**config.mk**
```make
export PLATFORM = sky130hd
export DESIGN_NAME = bitwise_result_sequencer
export DESIGN_NICKNAME = d
export VERILOG_FILES = /design/src/rtl/bitwise_result_sequencer.sv
export SDC_FILE = /design/constraint.sdc
export NUM_CORES = 1
export LEC_CHECK = 0
export CAP_MARGIN = 30
export CORE_MARGIN = 2
export CORE_UTILIZATION = 60
export DETAILED_ROUTE_END_ITERATION = 16
export DONT_BUFFER_PORTS = 1
export PLACE_DENSITY = 0.76
export SETUP_SLACK_MARGIN = 0.3
export SYNTH_ARGS = -nofsm -noshare
export SYNTH_HDL_FRONTEND = slang
export SYNTH_SLANG_ARGS = --single-unit
export TNS_END_PERCENT = 100
```
**constraint.sdc**
```tcl
create_clock -name clk -period 3.62 [get_ports clk]
set_input_delay 0.724 -clock clk [delete_from_list [all_inputs] [get_ports clk]]
set_output_delay 0.724 -clock clk [all_outputs]
set_load 0.01 [all_outputs]
```
**src/rtl/bitwise_result_sequencer.sv**
```systemverilog
// Captures a 7-result bitwise set per handshake and replays it one beat
// at a time with index/last tags, a frame counter and a sticky check flag.
module bitwise_result_sequencer #(
  parameter int WIDTH = 4
) (
  input  logic             clk,
  input  logic             rst_n,
  input  logic             in_valid,
  output logic             in_ready,
  input  logic [WIDTH-1:0] and_in,
  input  logic [WIDTH-1:0] or_in,
  input  logic [WIDTH-1:0] xor_in,
  input  logic [WIDTH-1:0] not_in,
  input  logic [WIDTH-1:0] nand_in,
  input  logic [WIDTH-1:0] nor_in,
  input  logic [WIDTH-1:0] xnor_in,
  output logic             out_valid,
  input  logic             out_ready,
  output logic [WIDTH-1:0] out_data,
  output logic [2:0]       out_idx,
  output logic             out_last,
  output logic [7:0]       frame_cnt,
  output logic             err
);

  localparam logic       IDLE = 1'b0;
  localparam logic       SEND = 1'b1;
  localparam logic [2:0] LAST = 3'd6;

  logic             state_q, state_d;
  logic [2:0]       idx_q, idx_d;
  logic [7:0]       frame_q, frame_d;
  logic             err_q, err_d;
  logic [WIDTH-1:0] arr_q [7];

  logic in_xfer;
  logic out_xfer;
  logic mismatch;

  // Ready early on the last beat so the next frame follows with no bubble.
  assign in_ready  = (state_q == IDLE) ||
                     (idx_q == LAST && out_ready);
  assign out_valid = (state_q == SEND);
  assign in_xfer   = in_valid && in_ready;
  assign out_xfer  = out_valid && out_ready;

  assign mismatch = (nand_in != ~and_in) ||
                    (nor_in  != ~or_in)  ||
                    (xnor_in != ~xor_in);

  assign out_idx   = idx_q;
  assign out_last  = out_valid && (idx_q == LAST);
  assign frame_cnt = frame_q;
  assign err       = err_q;

  always_comb begin
    out_data = '0;
    case (idx_q)
      3'd0:    out_data = arr_q[0];
      3'd1:    out_data = arr_q[1];
      3'd2:    out_data = arr_q[2];
      3'd3:    out_data = arr_q[3];
      3'd4:    out_data = arr_q[4];
      3'd5:    out_data = arr_q[5];
      3'd6:    out_data = arr_q[6];
      default: out_data = '0;
    endcase
  end

  always_comb begin
    state_d = state_q;
    idx_d   = idx_q;
    frame_d = frame_q;
    err_d   = err_q;
    if (out_xfer) begin
      if (idx_q == LAST) begin
        frame_d = frame_q + 8'd1;
        state_d = IDLE;
      end else begin
        idx_d = idx_q + 3'd1;
      end
    end
    if (in_xfer) begin
      state_d = SEND;
      idx_d   = '0;
      if (mismatch) err_d = 1'b1;
    end
  end

  always_ff @(posedge clk or negedge rst_n) begin
    if (!rst_n) begin
      state_q <= IDLE;
      idx_q   <= '0;
      frame_q <= '0;
      err_q   <= 1'b0;
    end else begin
      state_q <= state_d;
      idx_q   <= idx_d;
      frame_q <= frame_d;
      err_q   <= err_d;
    end
  end

  always_ff @(posedge clk or negedge rst_n) begin
    if (!rst_n) begin
      for (int i = 0; i < 7; i++) arr_q[i] <= '0;
    end else if (in_xfer) begin
      arr_q[0] <= and_in;
      arr_q[1] <= or_in;
      arr_q[2] <= xor_in;
      arr_q[3] <= not_in;
      arr_q[4] <= nand_in;
      arr_q[5] <= nor_in;
      arr_q[6] <= xnor_in;
    end
  end

endmodule

```
# Word level (Yosys, flattened, before mapping)
# Index checks and enable logic that the tools add are counted.
[op_classes]
add_sub_neg = 2
reduce_logical = 14
n_eq_ne = 10
bitwise_logic = 4
muxes = 7
[ops]
columns = ["operator", "n"]
rows = [
  ["$pmux W4 S7", 1],
  ["$ne A4 B4 Y1", 3],
  ["$not A4 Y4", 3],
  ["$eq A3 B3 Y1 const B", 3],
  ["$mux W3", 3],
  ["$add A8 B1 Y8 const B", 1],
  ["$reduce_and A2 Y1", 4],
  ["$eq A3 B2 Y1 const B", 2],
  ["$logic_and A1 B1 Y1", 4],
  ["$reduce_bool A2 Y1", 2],
  ["$add A3 B1 Y3 const B", 1],
  ["$eq A3 B1 Y1 const B", 1],
  ["$logic_not A3 Y1", 1],
  ["$logic_or A1 B1 Y1", 3],
  ["$mux W1", 3],
  ["$ne A2 B2 Y1 const B", 1],
  ["$not A1 Y1", 1],
]
[word_totals]
regBits = 41
input_bits = 32

# Logic depth before layout (Yosys ltp)
# Gate-level depths: netlist (run 1).
[logic_depth]
ltp_word = 6
mapped_depth = 8
depth_no_buf = 6

# Worst setup path after synthesis (run 1)
# OpenSTA, ideal clock, no wires.
[synth_timing]
kind = "reg2out"
start = "register idx_q[0] (netlist: out_idx[0])"
end = "output out_data[2]"
path_stages_with_launch = 7
setup_slack_ns = 1.250
arrival_time_ns = 1.646
path_cell_list = "dfrtp_1 > inv_1 > ha_1 > clkbuf_1 > a222oi_1 > a21oi_1 > a221o_1"
[synth_between]
elab_chain_cells = 2
[synth_lines]
columns = ["element", "line", "source"]
rows = [
  ["start, declared", "31", "logic [2:0] idx_q, idx_d;"],
  ["start signal, assigned", "98", "idx_q <= idx_d;"],
  ["$eq A3 B3 Y1, or another cell as far along", "58", "case (idx_q)"],
  ["$pmux W4 S7 (*)", "58", ""],
  ["end, declared", "19", "output logic [WIDTH-1:0] out_data,"],
]
# Mark *: on every way between the ends. The rest lies on a longest branch, timed or not.

# Worst setup path in the final report (run 1)
[layout_timing]
start = "register idx_q[0] (netlist: out_idx[0])"
end = "output out_data[0]"
# The elaborated chain is that of the path after synthesis.

==> impl_metrics.env, run 1 <==
export IMPL_reg2reg_slack_ns=1.33
export IMPL_die_h_um=62.7
export IMPL_root_buffer="clkbuf_4"
export IMPL_via_per_inst=6.21
export IMPL_drv_cap=0
export IMPL_n_antenna_cell=0
export IMPL_crit_required_ns=2.90
export IMPL_synth_cell_type_count=35
export IMPL_min_period_ns=2.93
export IMPL_syn_nets=195
export IMPL_fillCellCount=285
export IMPL_dr_pass1_iters=4
export IMPL_grt_use_total_pct=23.1
export IMPL_synthTopCellsByCount="dfrtp_1 (41), mux2_2 (21), xnor2_1 (17), mux2_4 (9), ha_1 (6)"
export IMPL_syn2layout_area_growth_pct=2.85
export IMPL_grt_first_pass_wirelength_um=6890
export IMPL_min_path_type="in -> async"
export IMPL_cts_tree="done"
export IMPL_grt_pass1_vias=1365
export IMPL_async_flop_share_pct=100
export IMPL_critPathLaunchType="flop"
export IMPL_clock_sinks=41
export IMPL_die_w_um=62.7
export IMPL_synthesis_area_um2=2070
export IMPL_startpoint="out_idx[0]$_DFFE_PN0P_"
export IMPL_port_buffers=0
export IMPL_worstSetupPathType="reg -> out"
export IMPL_synth_main_ff_cell="dfrtp_1"
export IMPL_cts_buffer_depth=2
export IMPL_ys_ff_latch=41
export IMPL_setup_viol=0
export IMPL_seqCellArea_um2=1030
export IMPL_rsz0062_at_grt="false"
export IMPL_finalSetupTns_ns=0
export IMPL_p_per_area_nw_per_um2=790
export IMPL_hold_violations=0
export IMPL_gp_congestion=0.801
export IMPL_cts_made_buffers=5
export IMPL_drv_slew=0
export IMPL_drc=0
export IMPL_initial_core_util_pct=62.4
export IMPL_postCtsHoldBufs=0
export IMPL_num_rows=21
export IMPL_ys_top_cells_by_area="dfrtp_1 (50%), mux2_2 (11%), xnor2_1 (7.2%)"
export IMPL_syn_avg_cell_area_um2=13.2
export IMPL_yosysWarnings=0
export IMPL_ys_seq_area_share_pct=49.6
export IMPL_finalClockSkew_ns=0.0104
export IMPL_rr_endpoint="arr_q[4]$_DFFE_PN0P_"
export IMPL_cp_slowest_cell="dfrtp_1"
export IMPL_fmax_ghz=0.341
export IMPL_final_period_utilization_pct=81.0
export IMPL_synth_edf_count=0
export IMPL_drt_initial_drc_count=103
export IMPL_crit_buf_inv=1
export IMPL_crit_family="compound AO/OA/AOI/OAI gates"
export IMPL_finalWirelength_um=4080
export IMPL_synth_top_area_share_pct=49.6
export IMPL_total_power_mw=1.68
export IMPL_reg2reg_depth=6
export IMPL_multi_input_area_um2=961
export IMPL_arrival_ns=2.21
export IMPL_grt_overflow=0
export IMPL_core_area_um2=3310
export IMPL_power_leakage_nw=0.916
export IMPL_endpoint_kind="output port"
export IMPL_whs_ns=0.0475
export IMPL_dp_hpwl_um=3000
export IMPL_grt_antenna_before_repair=0
export IMPL_ioPinCount=51
export IMPL_wl_per_cell_um=20.1
export IMPL_slew_limit_headroom_pct=69.1
export IMPL_drive_gt1_share_pct=27.4
export IMPL_status="completed"
export IMPL_r2r_start="out_idx[0]$_DFFE_PN0P_"
export IMPL_vias=1260
export IMPL_clkTransAtPathRegs_ns=0.12
export IMPL_syn_inst=157
export IMPL_clk_latency_ns=0.35
export IMPL_htreeDepth=2
export IMPL_cts_setup_buffers=0
export IMPL_cp_cell_sequence="inv_1, ha_1, a222oi_1, a21oi_1, a221o_1"
export IMPL_crit_path_max_fanout=13
export IMPL_grt_max_degree=42
export IMPL_max_stage_delay_ns=0.49
export IMPL_peakVddDrop_uv=398
export IMPL_synth_most_common_cell="dfrtp_1"
export IMPL_antenna_left=0
export IMPL_utilization_pct=64.2
export IMPL_worst_pin_slew_ns=0.464
export IMPL_synth_largest_area_cell="dfrtp_1"
export IMPL_dieArea_um2=3930
export IMPL_final_nets=194
export IMPL_ctsResizeCount=0
logic make-up after synthesis:
logic type / Yosys count / share of synthesized area (%)
compound gates: 24 / 9.02
xor+xnor: 19 / 8.05
fa+ha+maj: 6 / 3.63
buf+inv: 11 / 3.87
flops: 41 / 49.6
mux: 30 / 18.0
simple gates: 26 / 7.81
placed cells by master (no fill, tap or decap), types with 4 or more instances in the layout:
cell	n
dfrtp_1	41
mux2_2	21
xnor2_1	17
mux2_4	9
ha_1	6
o21ai_0	5
clkbuf_4	5
a221oi_1	4
a222oi_1	4
nand3_1	4
routing by layer:
metal / vias up / part of all wire (%) / track usage (%)
li1: 570 / - / -
met1: 633 / 40 / 29.2
met2: 51 / 49 / 35.9
met3: 6 / 9.3 / 8.47
met4: 0 / 1.1 / 9.72
met5: - / 0 / 0
worst max-delay path by stage:
stage / depth (start not counted) / end / slack [ns]
after global placement: 5 / out_data[0] / 1.21
after global routing: 5 / out_data[2] / 0.52
after CTS: 5 / out_data[0] / 0.68
final: 5 / out_data[0] / 0.69
after floorplan: 6 / out_data[2] / 1.25
after detailed placement: 5 / out_data[0] / 1.10
state kept, by name (all words and copies together), names as in the netlist:
register and count:
out_valid 1, frame_cnt 8, arr_q 28, out_idx 3, err 1
power breakdown:
| group | leakage [nW] | switching [mW] | total, mW | internal (mW) |
|---|---|---|---|---|
| combinational | 0.370 | 0.272 | 0.600 | 0.328 |
| clock | 0.0413 | 0.146 | 0.259 | 0.113 |
| sequential | 0.505 | 0.173 | 0.821 | 0.648 |
area by class of cell:
| class | count | share of cell area, % |
|---|---|---|
| Multi-Input combinational cell | 105 | 45.2 |
| Clock buffer | 7 | 3.06 |
| Inverter | 3 | 0.530 |
| Sequential cell | 41 | 48.3 |
| Tap cell | 46 | 2.71 |
| Clock inverter | 1 | 0.235 |
stage by stage:
step / worst slack (ns) / cell area [um^2] / instances
2_1_floorplan: 1.25 / 2070 / 157
3_3_place_gp: 1.21 / 2060 / 195
3_5_place_dp: 1.10 / 2060 / 195
4_1_cts: 0.681 / 2130 / 203
5_1_grt: 0.515 / 2130 / 203
6_report: 0.688 / 2130 / 203
Power figures use the tool's default switching activity.
==> run 2: changes to the inputs <==
- clock period: 3.62 -> 2.7 ns (I/O delays scaled with it)
==> run 2 against run 1 <==
Via count up 3.9%. Count of clock-buffer cells in the layout unchanged. Total power up 46%. Non-clock buffer count up 6. Sequential power up 36%. Critical path type unchanged. First-iteration DRC count down 23%. Hold slack better by 0.23 ns. Cell count up 3.0%. Highest routed layer unchanged. Global-route usage down 0.53 points. Design area up 5.4%. Sequential share of layout area down 2.3 points. Largest cell class unchanged.
==> impl_metrics.env, run 2 (synthesis gave the netlist of run 1 again) <==
export IMPL_peakVddDrop_uv=649
export IMPL_drive_gt1_share_pct=34.4
export IMPL_max_stage_delay_ns=0.48
export IMPL_rsz0062_at_grt="true"
export IMPL_slew_limit_headroom_pct=71.3
export IMPL_vias=1309
export IMPL_final_common_cell="dfrtp_1"
export IMPL_drc=0
export IMPL_dr_pass1_iters=5
export IMPL_instances_no_fill=209
export IMPL_largest_reg_flops=28
export IMPL_worst_pin_slew_ns=0.430
export IMPL_final_period_utilization_pct=89.4
export IMPL_most_common_layout_cells="dfrtp_1 (38), mux2_2 (21), xnor2_1 (17), mux2_4 (9)"
export IMPL_num_rows=21
export IMPL_fin_area_um2=2240
export IMPL_ioPinCount=51
export IMPL_die_h_um=62.7
export IMPL_arrival_ns=1.88
export IMPL_hold_depth=1
export IMPL_htreeDepth=2
export IMPL_initial_core_util_pct=62.4
export IMPL_critPathLaunchType="flop"
export IMPL_grt_overflow=0
export IMPL_p_per_area_nw_per_um2=1090
export IMPL_worst_slack_ns=0.285
export IMPL_finalSetupTns_ns=0
export IMPL_grt_max_degree=42
export IMPL_placed_cell_area_um2=2060
export IMPL_gp_congestion=0.797
export IMPL_port_buffers=0
export IMPL_crit_path_max_fanout=8
export IMPL_min_path_type="in -> reg"
export IMPL_grt_first_pass_wirelength_um=6690
export IMPL_drv_cap=0
export IMPL_status="completed"
export IMPL_finalWirelength_um=4120
export IMPL_cts_buffer_depth=2
export IMPL_hold_violations=0
export IMPL_cts_tree="done"
export IMPL_antenna_left=0
export IMPL_cts_made_buffers=5
export IMPL_crit_family="compound AO/OA/AOI/OAI gates"
export IMPL_worstSetupPathType="reg -> out"
export IMPL_clock_sinks=41
export IMPL_endpoint_kind="output port"
export IMPL_finalClockSkew_ns=0.00600
export IMPL_via_per_inst=6.26
export IMPL_reg2reg_depth=7
export IMPL_path_depth=5
export IMPL_clkTransAtPathRegs_ns=0.11
export IMPL_fmax_ghz=0.414
export IMPL_syn2layout_area_growth_pct=8.41
export IMPL_grt_antenna_before_repair=0
export IMPL_dieArea_um2=3930
export IMPL_crit_buf_inv=1
export IMPL_dp_hpwl_um=2940
export IMPL_clk_latency_ns=0.36
export IMPL_dp_cells=195
export IMPL_drt_initial_drc_count=79
export IMPL_cp_cell_sequence="inv_4, ha_4, a222oi_1, a21oi_1, a221o_1"
export IMPL_cp_slowest_cell="dfrtp_2"
export IMPL_core_area_um2=3310
export IMPL_power_leakage_nw=0.952
export IMPL_grt_use_total_pct=22.5
export IMPL_final_nets=200
export IMPL_min_period_ns=2.42
export IMPL_n_antenna_cell=0
export IMPL_wl_per_cell_um=19.7
export IMPL_crit_required_ns=2.16
export IMPL_root_buffer="clkbuf_4"
export IMPL_grt_pass1_vias=1370
export IMPL_die_w_um=62.7
export IMPL_place_ws_ns=0.395
export IMPL_regMostFlops="arr_q"
export IMPL_setup_viol=0
export IMPL_drv_slew=0
==> run 2: path summary, 6_finish.rpt <==
check	startpoint	to	slack, ns
min in group asynchronous	rst_n	frame_cnt[3]$_DFFE_PN0P_	0.62
max	out_idx[0]$_DFFE_PN0P_	out_data[0]	0.28
max reg2reg	out_idx[0]$_DFFE_PN0P_	arr_q[8]$_DFFE_PN0P_	0.62
min reg2reg	arr_q[19]$_DFFE_PN0P_	arr_q[19]$_DFFE_PN0P_	0.52
max in group asynchronous	rst_n	out_idx[1]$_DFFE_PN0P_	1.86
min	in_valid	out_valid$_DFFE_PN0P_	0.28
==> run 2: final cells by class <==
| type | instances | area, um^2 |
|---|---|---|
| clock buffers | 7 | 55.1 |
| clock inverters | 1 | 30.0 |
| fillers | 268 | 1070 |
| inverters | 3 | 13.8 |
| multi-input cells | 105 | 995 |
| flip-flops and latches | 41 | 1030 |
| well taps | 46 | 57.6 |
| repair buffers | 6 | 60.1 |
==> run 2: repair_timing <==
item                       CTS  global route
gates resized for setup     12             0
hold buffers                 1             1
hold endpoints to repair    41             4
setup buffers                3             1
setup endpoints to repair    4             3
pin swaps                    5             3
==> run 2: layer usage <==
metal,global-route usage [%],share of wire (%),routed length (um)
met5,0,0,0
met4,10.8,2.2,92
met3,7.57,9.6,394
met2,36.0,48,1990
met1,27.5,40,1640
==> run 2: worst register-to-register path, cell delays in order (launching register included) <==
cell     delay [ns]
dfrtp_2        0.49
inv_4          0.11
ha_4           0.19
buf_4          0.14
nand3_1        0.08
nand2_2        0.13
and2_4         0.44
mux2_2         0.40
==> run 2: power by group <==
part / leakage, nW / internal (mW) / switching [mW] / total [mW]
logic: 0.404 / 0.512 / 0.401 / 0.914
clock network: 0.0455 / 0.221 / 0.199 / 0.420
registers: 0.502 / 0.874 / 0.245 / 1.12
total: 0.952 / 1.61 / 0.846 / 2.45
==> run 2: through the flow <==
stage          power, mW  hold WS (ns)  utilization, %
6_report            2.45         0.282            67.7
5_1_grt             2.60         0.283            67.7
4_1_cts             2.44        0.0117            67.2
3_5_place_dp        1.91         0.246            62.1
3_3_place_gp        1.85         0.245            62.1
2_1_floorplan       1.74         0.244               -
==> run 3: changes to the inputs <==
- CTS_BUF_LIST: not set -> sky130_fd_sc_hd__clkbuf_4
- GPL_TIMING_DRIVEN: not set -> 0
- clock period: 2.7 -> 2.4 ns (I/O delays scaled with it)
==> run 3 against run 2 <==
The run now ends with setup timing left. Hold slack worse by 0.060 ns. Count of clock-buffer cells in the layout down 1. First-iteration DRC count down 5.1%. Critical path depth up 1. Utilization up 4.1 points. Total power up 18%. Largest power group is now combinational logic. Clock skew up 0.0024 ns. Combinational power up 41%. Via count up 5.2%. Sequential share of layout area down 2.6 points.
==> impl_metrics.env, run 3 (synthesis gave the netlist of run 1 again) <==
export IMPL_drv_slew=0
export IMPL_fillCellCount=244
export IMPL_p_int_mw=1.83
export IMPL_final_common_cell="dfrtp_1"
export IMPL_power_switching_mw=1.06
export IMPL_n_antenna_cell=0
export IMPL_met1_usage_pct=28.9
export IMPL_grt_max_degree=42
export IMPL_crit_required_ns=1.92
export IMPL_drc=0
export IMPL_fin_area_um2=2380
export IMPL_clock_sinks=41
export IMPL_power_leakage_nw=1.02
export IMPL_port_buffers=0
export IMPL_final_nets=213
export IMPL_utilization_pct=71.8
export IMPL_critPathLaunchType="flop"
export IMPL_via_per_inst=6.20
export IMPL_p_per_area_nw_per_um2=1220
export IMPL_min_path_type="in -> reg"
export IMPL_worst_slack_ns=-0.0734
export IMPL_arrival_ns=1.99
export IMPL_num_rows=21
export IMPL_instances_no_fill=222
export IMPL_worstSetupPathType="reg -> out"
export IMPL_rsz0062_at_grt="true"
export IMPL_clk_latency_ns=0.36
export IMPL_peakVddDrop_uv=649
export IMPL_vias=1377
export IMPL_wl_per_cell_um=20.5
export IMPL_p_sw_share_pct=36.7
export IMPL_met3_usage_pct=10.3
export IMPL_die_h_um=62.7
export IMPL_regMostFlops="arr_q"
export IMPL_most_common_layout_cells="dfrtp_1 (38), mux2_2 (21), xnor2_1 (17), buf_4 (10), mux2_4 (9)"
export IMPL_violations="setup timing"
export IMPL_drive_gt1_share_pct=41.5
export IMPL_cts_made_buffers=5
export IMPL_pwr_share_clk_pct=12.1
export IMPL_core_area_um2=3310
export IMPL_endpoint_kind="output port"
export IMPL_grt_overflow=0
export IMPL_grt_util_met2_pct=40.7
export IMPL_seq_power_share_pct=43.4
export IMPL_dieArea_um2=3930
export IMPL_setup_viol=2
export IMPL_die_w_um=62.7
export IMPL_grt_first_pass_wirelength_um=7250
export IMPL_cts_buffer_depth=2
export IMPL_final_period_utilization_pct=103
export IMPL_grt_pass1_vias=1450
export IMPL_worst_pin_slew_ns=0.347
export IMPL_combPwrFrac_pct=44.5
export IMPL_finalClockSkew_ns=0.00843
export IMPL_status="finished with violations"
export IMPL_drv_cap=0
export IMPL_gp_congestion=0.821
export IMPL_min_period_ns=2.47
export IMPL_grt_antenna_before_repair=0
export IMPL_dr_pass1_iters=5
export IMPL_crit_path_max_fanout=5
export IMPL_initial_core_util_pct=62.4
export IMPL_fmax_ghz=0.404
export IMPL_finalWirelength_um=4560
export IMPL_ioPinCount=51
export IMPL_grt_use_total_pct=24.6
export IMPL_syn2layout_area_growth_pct=15.0
export IMPL_drt_initial_drc_count=75
export IMPL_dp_cells=203
export IMPL_busiest_layer="met2"
export IMPL_whs_ns=0.222
export IMPL_cts_tree="done"
export IMPL_dp_hpwl_um=3070
export IMPL_slew_limit_headroom_pct=76.8
export IMPL_root_buffer="clkbuf_4"
export IMPL_placed_cell_area_um2=2130
export IMPL_hold_violations=0
export IMPL_antenna_left=0
export IMPL_htreeDepth=2
export IMPL_clkTransAtPathRegs_ns=0.12
export IMPL_largest_reg_flops=28
run 3: through the flow:
| step | power [mW] | TNS, ns | setup slack [ns] |
|---|---|---|---|
| 4_1_cts | 2.75 | -0.0958 | -0.0548 |
| 5_1_grt | 3.06 | -0.473 | -0.200 |
| 3_3_place_gp | 2.13 | 0 | 0.108 |
| 6_report | 2.89 | -0.133 | -0.0734 |
| 2_1_floorplan | 1.96 | 0 | 0.301 |
| 3_5_place_dp | 2.19 | 0 | 0.0833 |
run 3: final timing paths:
check	from	end	slack, ns	cells after the start
min reg2reg	arr_q[5]$_DFFE_PN0P_	arr_q[5]$_DFFE_PN0P_	0.52	1
max reg2reg	out_idx[0]$_DFFE_PN0P_	arr_q[9]$_DFFE_PN0P_	0.42	9
min in group asynchronous	rst_n	frame_cnt[1]$_DFFE_PN0P_	0.57	2
min	in_valid	out_valid$_DFFE_PN0P_	0.22	1
max in group asynchronous	rst_n	out_idx[2]$_DFFE_PN0P_	1.63	2
max	out_idx[0]$_DFFE_PN0P_	out_data[0]	-0.07	6
run 3: critical path, cell delays in order, from the launching register on:
cell and delay [ns]:
dfrtp_2 0.48, inv_4 0.07, ha_4 0.17, buf_4 0.14, a222oi_1 0.33, a21oi_1 0.12, a221o_1 0.33
run 3: repair_timing:
| action | 4_1_cts | 5_1_grt |
|---|---|---|
| hold buffers | 2 | 0 |
| hold endpoints to repair | 41 | 0 |
| buffers inserted | 7 | 2 |
| endpoints found under the setup margin | 5 | 5 |
| pin swaps | 8 | 4 |
| resized for setup | 20 | 7 |
run 3: routing by layer:
layer	share of wire, %	routed length [um]	vias up
met5	0	0	-
li1	-	-	616
met2	50	2290	64
met1	40	1800	686
met4	2.3	104	0
met3	7.9	360	11
run 3: area by class of cell:
class | count | area (um^2) | share of cell area, %
flip-flops and latches | 41 | 1030 | 43.3
multi-input cells | 105 | 1020 | 42.8
repair buffers | 11 | 105 | 4.42
plain buffers | 8 | 95.1 | 4.00
well taps | 46 | 57.6 | 2.42
clock buffers | 6 | 45.0 | 1.89
inverters | 3 | 17.5 | 0.737
clock inverters | 2 | 10.0 | 0.421
run 3: power groups by stage:
stage | registers [mW] | clock network (mW) | logic (mW)
detailed placement | 1.23 | 0 | 0.965
floorplan | 1.16 | 0 | 0.807
global placement | 1.21 | 0 | 0.924
global route | 1.29 | 0.392 | 1.38
finish | 1.26 | 0.351 | 1.29
CTS | 1.24 | 0.353 | 1.16
